### config.mk
export PLATFORM = sky130hd
export DESIGN_NAME = if_fetch_unit
export DESIGN_NICKNAME = d
export VERILOG_FILES = /design/src/rtl/if_pkg.sv /design/src/rtl/fetch_queue.sv /design/src/rtl/if_fetch_unit.sv
export SDC_FILE = /design/constraint.sdc
export NUM_CORES = 1
export LEC_CHECK = 0
export ABC_AREA = 1
export ABC_CLOCK_PERIOD_IN_PS = 6400
export CORE_ASPECT_RATIO = 0.7
export CORE_MARGIN = 1.5
export CORE_UTILIZATION = 43
export DETAILED_ROUTE_END_ITERATION = 10
export PLACE_DENSITY = 0.69
export SYNTH_ARGS = -nofsm -noshare
export SYNTH_HDL_FRONTEND = slang
export SYNTH_HIERARCHICAL = 1
export SYNTH_SLANG_ARGS = --single-unit
### constraint.sdc
create_clock -name clk -period 6.4 [get_ports clk]
set_input_delay 0.96 -clock clk [delete_from_list [all_inputs] [get_ports clk]]
set_output_delay 0.96 -clock clk [all_outputs]
set_load 0.02 [all_outputs]
### src/rtl/if_pkg.sv
`default_nettype none
// ============================================================================
//  Module      : if_pkg
//  Description : Shared types and helpers for the instruction-fetch stage.
//  Revision    : 1.0  initial release
// ============================================================================
package if_pkg;

    // Byte distance between consecutive instruction words
    localparam logic [31:0] INST_BYTES = 32'd4;

    // One fetch-queue entry: the fetched word and the PC of the next word
    typedef struct packed {
        logic [31:0] pc4;
        logic [31:0] inst;
    } if_entry_t;

    // Clear the byte-offset bits so the address points at a whole word
    function automatic logic [31:0] align_word(input logic [31:0] addr);
        return {addr[31:2], 2'b00};
    endfunction

endpackage
`default_nettype wire

### src/rtl/fetch_queue.sv
`default_nettype none
// ============================================================================
//  Module      : fetch_queue
//  Description : In-order FIFO of fetched instructions with single-cycle
//                flush. Push and pop may occur together, even when full.
//  Revision    : 1.0  initial release
// ============================================================================
module fetch_queue
    import if_pkg::*;
#(
    parameter int DEPTH = 2
)
(
    input  logic                     clk,
    input  logic                     rst,
    input  logic                     i_push,
    input  logic                     i_pop,
    input  logic                     i_flush,
    input  if_entry_t                i_wdata,
    output if_entry_t                o_rdata,
    output logic                     o_full,
    output logic                     o_empty,
    output logic [$clog2(DEPTH):0]   o_count
);

    localparam int PW = $clog2(DEPTH);
    localparam logic [PW-1:0] c_PTR_ONE  = PW'(1);
    localparam logic [PW:0]   c_CNT_ONE  = (PW+1)'(1);
    localparam logic [PW:0]   c_CNT_FULL = (PW+1)'(DEPTH);

    if_entry_t     r_mem [DEPTH];
    logic [PW-1:0] r_wr_ptr;
    logic [PW-1:0] r_rd_ptr;
    logic [PW:0]   r_count;
    logic          w_do_push;
    logic          w_do_pop;

    // Flush wins over both operations; a pop on an empty queue is ignored
    assign w_do_push = i_push & ~i_flush;
    assign w_do_pop  = i_pop & ~i_flush & (r_count != '0);

    // Entry storage needs no reset: the count decides what is valid
    always_ff @(posedge clk) begin
        if (w_do_push) begin
            r_mem[r_wr_ptr] <= i_wdata;
        end
    end

    // Pointer and occupancy bookkeeping; pointers wrap naturally (power of two)
    always_ff @(posedge clk or posedge rst) begin
        if (rst) begin
            r_wr_ptr <= '0;
            r_rd_ptr <= '0;
            r_count  <= '0;
        end else if (i_flush) begin
            r_wr_ptr <= '0;
            r_rd_ptr <= '0;
            r_count  <= '0;
        end else begin
            if (w_do_push) begin
                r_wr_ptr <= r_wr_ptr + c_PTR_ONE;
            end
            if (w_do_pop) begin
                r_rd_ptr <= r_rd_ptr + c_PTR_ONE;
            end
            case ({w_do_push, w_do_pop})
                2'b10:   r_count <= r_count + c_CNT_ONE;
                2'b01:   r_count <= r_count - c_CNT_ONE;
                default: r_count <= r_count;
            endcase
        end
    end

    assign o_rdata = r_mem[r_rd_ptr];
    assign o_full  = (r_count == c_CNT_FULL);
    assign o_empty = (r_count == '0);
    assign o_count = r_count;

endmodule
`default_nettype wire

### src/rtl/if_fetch_unit.sv
`default_nettype none
// ============================================================================
//  Module      : if_fetch_unit
//  Description : Instruction-fetch stage. Owns the PC, drives the zero-latency
//                instruction memory and queues {PC+4, inst} for decode.
//                Branch redirects flush the queue; freeze stalls fetching.
//  Revision    : 1.0  initial release
// ============================================================================
module if_fetch_unit
    import if_pkg::*;
#(
    parameter logic [31:0] RESET_PC    = 32'h0000_0000,
    parameter int          QUEUE_DEPTH = 2
)
(
    input  logic        clk,
    input  logic        rst,
    output logic [31:0] imem_addr,
    input  logic [31:0] imem_inst,
    input  logic        freeze,
    input  logic        branch_taken,
    input  logic [31:0] branch_addr,
    output logic        id_valid,
    input  logic        id_ready,
    output logic [31:0] id_inst,
    output logic [31:0] id_pc
);

    localparam int CW = $clog2(QUEUE_DEPTH) + 1;

    logic [31:0]   r_fetch_pc;
    logic          w_pop;
    logic          w_push;
    logic          w_full;
    logic          w_empty;
    logic          w_head_live;
    logic [CW-1:0] w_count;
    if_entry_t     w_new;
    if_entry_t     w_head;

    // Decode consumes the head; a full queue may accept a push in the same
    // cycle because the pop frees the slot being written.
    assign w_pop  = id_valid & id_ready;
    assign w_push = ~branch_taken & ~freeze & (~w_full | w_pop);

    assign w_new = '{pc4: r_fetch_pc + INST_BYTES, inst: imem_inst};

    // Program counter: redirect first, then advance on every accepted fetch
    always_ff @(posedge clk or posedge rst) begin
        if (rst) begin
            r_fetch_pc <= RESET_PC;
        end else if (branch_taken) begin
            r_fetch_pc <= align_word(branch_addr);
        end else if (w_push) begin
            r_fetch_pc <= r_fetch_pc + INST_BYTES;
        end
    end

    fetch_queue #(
        .DEPTH   (QUEUE_DEPTH)
    ) u_queue (
        .clk     (clk),
        .rst     (rst),
        .i_push  (w_push),
        .i_pop   (w_pop),
        .i_flush (branch_taken),
        .i_wdata (w_new),
        .o_rdata (w_head),
        .o_full  (w_full),
        .o_empty (w_empty),
        .o_count (w_count)
    );

    // Memory address comes straight from the PC register only
    assign imem_addr = r_fetch_pc;

    // Head data is zeroed whenever no entry is held
    assign id_valid    = ~w_empty;
    assign w_head_live = (w_count != '0);
    assign id_inst     = w_head_live ? w_head.inst : 32'h0;
    assign id_pc       = w_head_live ? w_head.pc4  : 32'h0;

endmodule
`default_nettype wire

==> metrics.md <==
| Metric | Value |
|---|---|
| Storage element area | 0.004698 sq mm |
| Hold Crit Class | flop to flop |
| Final wirelength | 17.50 mm |
| Pint | 2379 uW |
| CTS clk-pin slew, worst paths | 0.06 ns |
| Initial antenna violation count | 0 |
| Via count | 5,408 |
| Slew @ Worst Pin | 1.123 ns |
| WP data required | 5.44 ns |
| 1st-iter DRT viols | 398 |
| Run status | finished, final reports clean |
| Number of detailed-route iterations in the first pass | 6 |
| Combinational Power Share | 34.1% |
| Vias in the first global route | 5,143 |
| H-tree Lvls | 4 |
| # diodes | 0 |
| Crit-path max FO | 66 |
| Layout cells sized above 1 | 14.55% |
| Clock network power share | 27.5% |
| CTS Hold Bufs | 0 |
| IO buf count | 161 |
| GRT overflow | 0 |
| Antenna Violating Nets Remaining | 0 |
| Final Hold Fails | 0 |
| Fmax | 269.4 MHz |
| Crit end category | output pin |
| Total I/O pin count | 166 |
| Gpl congestion | 0.8738 |
| Core area | 0.01801 sq mm |
| Setup Buffers After CTS | 0 |
| RSZ-0062 raised after global routing | false |
| CP arrival | 2.75 ns |
| Reg power frac | 38.4% |
| Seq/Total Area, Yosys | 59.33% |
| Syn avg cell area | 10.61 sq um |
| CP Buf/Inv Count | 2 |
| DR DRC count | 0 |
| Max_cap viols | 0 |
| Delay-heaviest family, CP | flip-flops |
| Layout Nets | 985 |
| DR vias/cell | 4.646 |
| Slew margin rel. | 25.13% |
| Max IR drop VDD | 0.1889 mV |
| Critical-path cell list | mux2_2 > inv_1 > nor2_1 > clkdlybuf4s50_1 |
| Final design utilization | 57.47% |
| Die X | 165.1 microns |
| CTS Buffer Depth | 2 |
| Row cnt | 41 |
| #FFs+latches synth | 162 |
| Synth-to-Final Area Change | 30.77% |
| Final setup violation count | 0 |
| Filler Cell Count | 1,567 |
| Slowest stage delay, CP | 1.18 ns |
| Max-slew violation count | 0 |
| Clk_skew | 0.009809 ns |
| Hold Slack | 0.5974 ns |
| Final period utilization | 57.99% |
| Synth cell types | 30 |
| Total GRT Usage | 19.07% |
| CTS tree | built |
| Die Ht | 116.5 microns |
| # resized after CTS | 0 |
| Final Cell Area | 0.01035 sq mm |
| Cell area after synthesis | 0.007913 sq mm |
| Slowest CP cell | dfrtp_4 |
| CTS sink count | 162 |
| Area of the multi-input gates | 0.002651 sq mm |
| Sw Share | 33.01% |
| Largest net degree at the start of global routing | 67 |
| Kind of critical path | flop to output pin |
| HPWL after DPL | 11.98 mm |
| WL/cell | 15.03 microns |
| Gate Count Post-Synth | 746 |
| Lkg Pwr | 0.004330 uW |
| Setup TNS Final | 0 ns |
| Switching power | 1172 uW |
| Fin crit period | 3.712 ns |
| First-pass GRT wire length | 27.03 mm |
| Root Driver | clkbuf_16 |
| Worst skew pair latency | 0.42 ns |
| Initial Utilization | 43.94% |
| Startpoint Class | flop |
| Placed cell area | 0.009778 sq mm |
| Die area | 0.01924 sq mm |
| Total of warnings raised by yosys | 6 |
| Clock buffers created by TritonCTS | 17 |
| Power Dens Cells | 343.2 mW/mm^2 |
[final timing paths]
path / from / to / slack [ns] / depth (start not counted)
setup reg to reg: u_queue/o_count[0] / u_queue/r_mem[1][57] / 3.47 / 9
hold / removal: imem_addr[4] / imem_addr[4] / 0.60 / 2
setup / recovery: u_queue/r_rd_ptr / id_pc[29] / 2.69 / 4
max in group asynchronous: rst / imem_addr[22] / 4.98 / 3
min in group asynchronous: rst / u_queue/o_count[1] / 0.89 / 2
hold reg to reg: imem_addr[4] / imem_addr[4] / 0.60 / 2
[metal layers]
| metal | share of wire, % | vias to the layer above | wire length [microns] | GRT usage [%] |
|---|---|---|---|---|
| met3 | 7.1 | 10 | 1242 | 5.362 |
| met5 | 0 | - | 0 | 0 |
| li1 | - | 2696 | - | - |
| met2 | 43 | 175 | 7514 | 28.81 |
| met1 | 49 | 2527 | 8633 | 27.50 |
| met4 | 0.62 | 0 | 108 | 4.024 |
[state kept, by name, summed over array words and instances, names as in the netlist]
| signal | flops |
|---|---|
| u_queue/r_mem | 128 |
| imem_addr | 30 |
| u_queue/o_count | 2 |
| u_queue/r_rd_ptr | 1 |
| u_queue/r_wr_ptr | 1 |
[stage by stage]
stage	power, uW	instances	worst slack (ns)
global route	3738	1164	2.529
detailed placement	2603	1132	2.541
finish	3551	1164	2.688
CTS	3591	1164	2.629
global placement	2593	1132	2.585
floorplan	2058	751	1.709
[tightest hold or removal path: cells and delay by family, from the launching register on]
kind	cells	cell delay [ns]
AND/OR/NAND/NOR	2	0.14
flip-flops	1	0.43
[power by group through the flow]
stage,Sequential (uW),Clock [uW],Combinational [uW]
after CTS,1370,1000,1220
after floorplan,1350,0,704
final,1360,976,1210
after global placement,1380,0,1210
after detailed placement,1380,0,1220
after global routing,1380,1040,1320
[kinds of logic (layout without fill, tap and decap cells)]
group	count (synthesis)	in the layout	share of synthesized area, %
AO/OA/AOI/OAI	20	20	1.376
XOR/XNOR	16	16	2.530
adder cells (fa/ha/maj)	1	1	0.1581
buffers and inverters	148	325	7.685
flip-flops	162	162	59.33
multiplexers	64	64	10.91
other	1	6	0.04739
AND/OR/NAND/NOR	334	334	17.96
[placed cells by master, fill, tap and decap left out, drive strengths merged]
cell type,netlist,final
a31oi,1,1
mux2,64,64
clkdlybuf4s50,0,161
edfxtp,128,128
o21ai,16,16
clkinvlp,0,1
nor2,111,111
dfrtp,34,34
o211ai,2,2
xnor2,4,4
nand3,27,27
conb,1,6
xor2,12,12
clkinv,0,6
o21bai,1,1
buf,13,7
clkbuf,10,21
inv,125,127
and2,4,4
ha,1,1
bufinv,0,2
nand2,191,191
nand4,1,1
[synthesized netlist by cell type]
master    number  share of area [%]
nor2_8         1               0.25
xor2_1         4               0.44
nor2_4         9                1.3
clkbuf_1      10               0.47
ha_1           1               0.16
nand2_4        1               0.14
inv_1        123                5.8
inv_2          2              0.095
edfxtp_1     128                 49
mux2_4        38                7.2
nand2_1      182                8.6
buf_6          5               0.71
nor2_1        97                4.6
a31oi_1        1              0.079
nand3_1       27                1.7
xor2_2         8                1.6
o21ai_1        2               0.13
nand2_2        8               0.63
dfrtp_1       34                 11
o21bai_1       1              0.095
xnor2_1        4               0.44
nand4_1        1              0.079
buf_4          2               0.19
mux2_2        26                3.7
o211ai_1       2               0.19
o21ai_0       14               0.89
conb_1         1              0.047
nor2_2         4               0.32
buf_2          6               0.38
and2_1         4               0.32
[layout make-up]
type                    instances  share of cell area [%]
repair buffers                168                   16.08
clock buffers                  21                   4.256
well taps                     236                   2.854
flip-flops and latches        162                   45.41
multi-input cells             441                   25.62
inverters                     125                   4.534
clock inverters                11                   1.245
(Power assumes the default switching activity.)
==> edit: new RTL, config.mk and constraints unchanged <==
`QUEUE_DEPTH`: 2 -> 4.
--- a/src/rtl/if_fetch_unit.sv
+++ b/src/rtl/if_fetch_unit.sv
@@ -12,3 +12,3 @@
     parameter logic [31:0] RESET_PC    = 32'h0000_0000,
-    parameter int          QUEUE_DEPTH = 2
+    parameter int          QUEUE_DEPTH = 4
 )
Check against the original RTL: not equivalent (a bounded check fails within 4 cycles, from zero or initial values and one cycle with rst high).
==> edit against the original RTL <==
  * Synthesized cell count rose by 60%
  * Sequential cell count rose by 131
  * Power rose by 67%
  * First-iteration DRC count rose by 100%
  * Routed wire length rose by 72%
  * Setup slack got worse by 0.97 ns
  * Highest routed layer unchanged
  * Design area rose by 51%
  * Via count rose by 66%
  * Non-clock buffer count rose by 7
  * Combinational power rose by 69%
  * Area after synthesis rose by 63%
  * Largest power group unchanged
==> edit: results <==
[setup_path]
worst_r2r_path_depth = 10
crit_start = u_queue/r_rd_ptr[0]
cp-endpoint = id_pc[30]
cp_max_fo = 98
crit_family = buffers and inverters
crit_slowest_cell = inv_4
crit_arrival_ns = 3.73
timing.rr.end = u_queue/r_mem[2][7]
slowest_delay_ns = 0.84
reg2reg_slack_ns = 3.03

[yosys]
synth_edf_count = 256
synth_cell_types = 32
ys_seq_area_share_pct = 66.95
synth_commonest_cells = edfxtp_1 (256), nor2_1 (226), nand2_1 (191)
syn_inst = 1197

[grt]
track_usage_pct = 19.59
grt_max_degree = 99
grt_pass1_wl_um = 47780

[cts]
h-tree-depth = 1
cts-buffers-inserted = 28
clock_latency_ns = 0.55
clockBufferDepth = 3

[timing]
worst_pin_slew_ns = 1.075
setup_slack_ns = 1.715
skew_ns = 0.01623

[detailed_routing]
via_count = 8982
drt_first_pass_iters = 5
drt-total-wl_um = 30070
viasPerCell = 5.124
drt_iter0_drc = 795

[finish]
largest_reg_flops = 256
nets = 1428
n_fill_cell = 2587

[power_and_ir_drop]
switching_power_mw = 2.063
leakagePower_nw = 6.009

[outcome]
status = complete, no violations

[hold_path]
min_from = u_queue/r_wr_ptr[0]
hold_end = u_queue/r_wr_ptr[0]

[placement]
dp_hpwl_um = 18410
place_congestion = 0.8784
place_ws_ns = 2.193
[edit: cell types whose count changed in the layout (fill, tap and decap cells not counted), sizes merged, moves of 4 or more]
cell	delta
clkbuf	+16
inv	+8
nand2	+9
conb	+4
mux2	-64
edfxtp	+128
o21ai	+131
ha	+4
clkinv	+6
nor2	+129
buf	+7
o22ai	+64
[edit: cell type report]
| cell class | instances | area [um2] | area share (%) |
|---|---|---|---|
| Sequential cell | 293 | 8618 | 54.98 |
| Multi-Input combinational cell | 720 | 3467 | 22.12 |
| Timing Repair Buffer | 175 | 1742 | 11.11 |
| Clock buffer | 37 | 734.5 | 4.686 |
| Inverter | 135 | 509.2 | 3.249 |
| Tap cell | 378 | 473.0 | 3.017 |
| Clock inverter | 15 | 131.4 | 0.8381 |
[edit: power groups by stage]
stage	registers (mW)	clock network, mW	logic, mW
after floorplan	2.34	0	1.20
after global placement	2.36	0	2.03
after detailed placement	2.36	0	2.05
after CTS	2.32	1.62	2.06
after global routing	2.34	1.69	2.22
final	2.32	1.58	2.04
[edit: worst reg2reg max path: stages, from the launching register on]
cell	delay, ns
dfrtp_1	0.51
nor2_1	0.07
nand2_1	0.13
inv_1	0.09
nor2_1	0.17
o21ai_1	0.09
inv_1	0.06
buf_4	0.34
nand2_1	0.35
nor2_4	0.74
buf_4	0.45
[edit: cell families after synthesis]
| kind of cell | synth area share (%) |
|---|---|
| other | 0.02915 |
| DFF | 66.95 |
| and+or+nand+nor | 15.10 |
| buffers and inverters | 6.652 |
| AOI/OAI and AO/OA | 9.073 |
| xor gates and xnor gates | 1.556 |
| adders and majority gates | 0.6418 |
[edit: layer usage]
metal  vias up  part of all wire [%]  global-route usage [%]
met5         -                     0                       0
met4         0                   1.5                   3.705
met3        36                   7.3                   3.420
met2       313                    45                   30.55
met1      4305                    46                   29.11
li1       4328                     -                       -
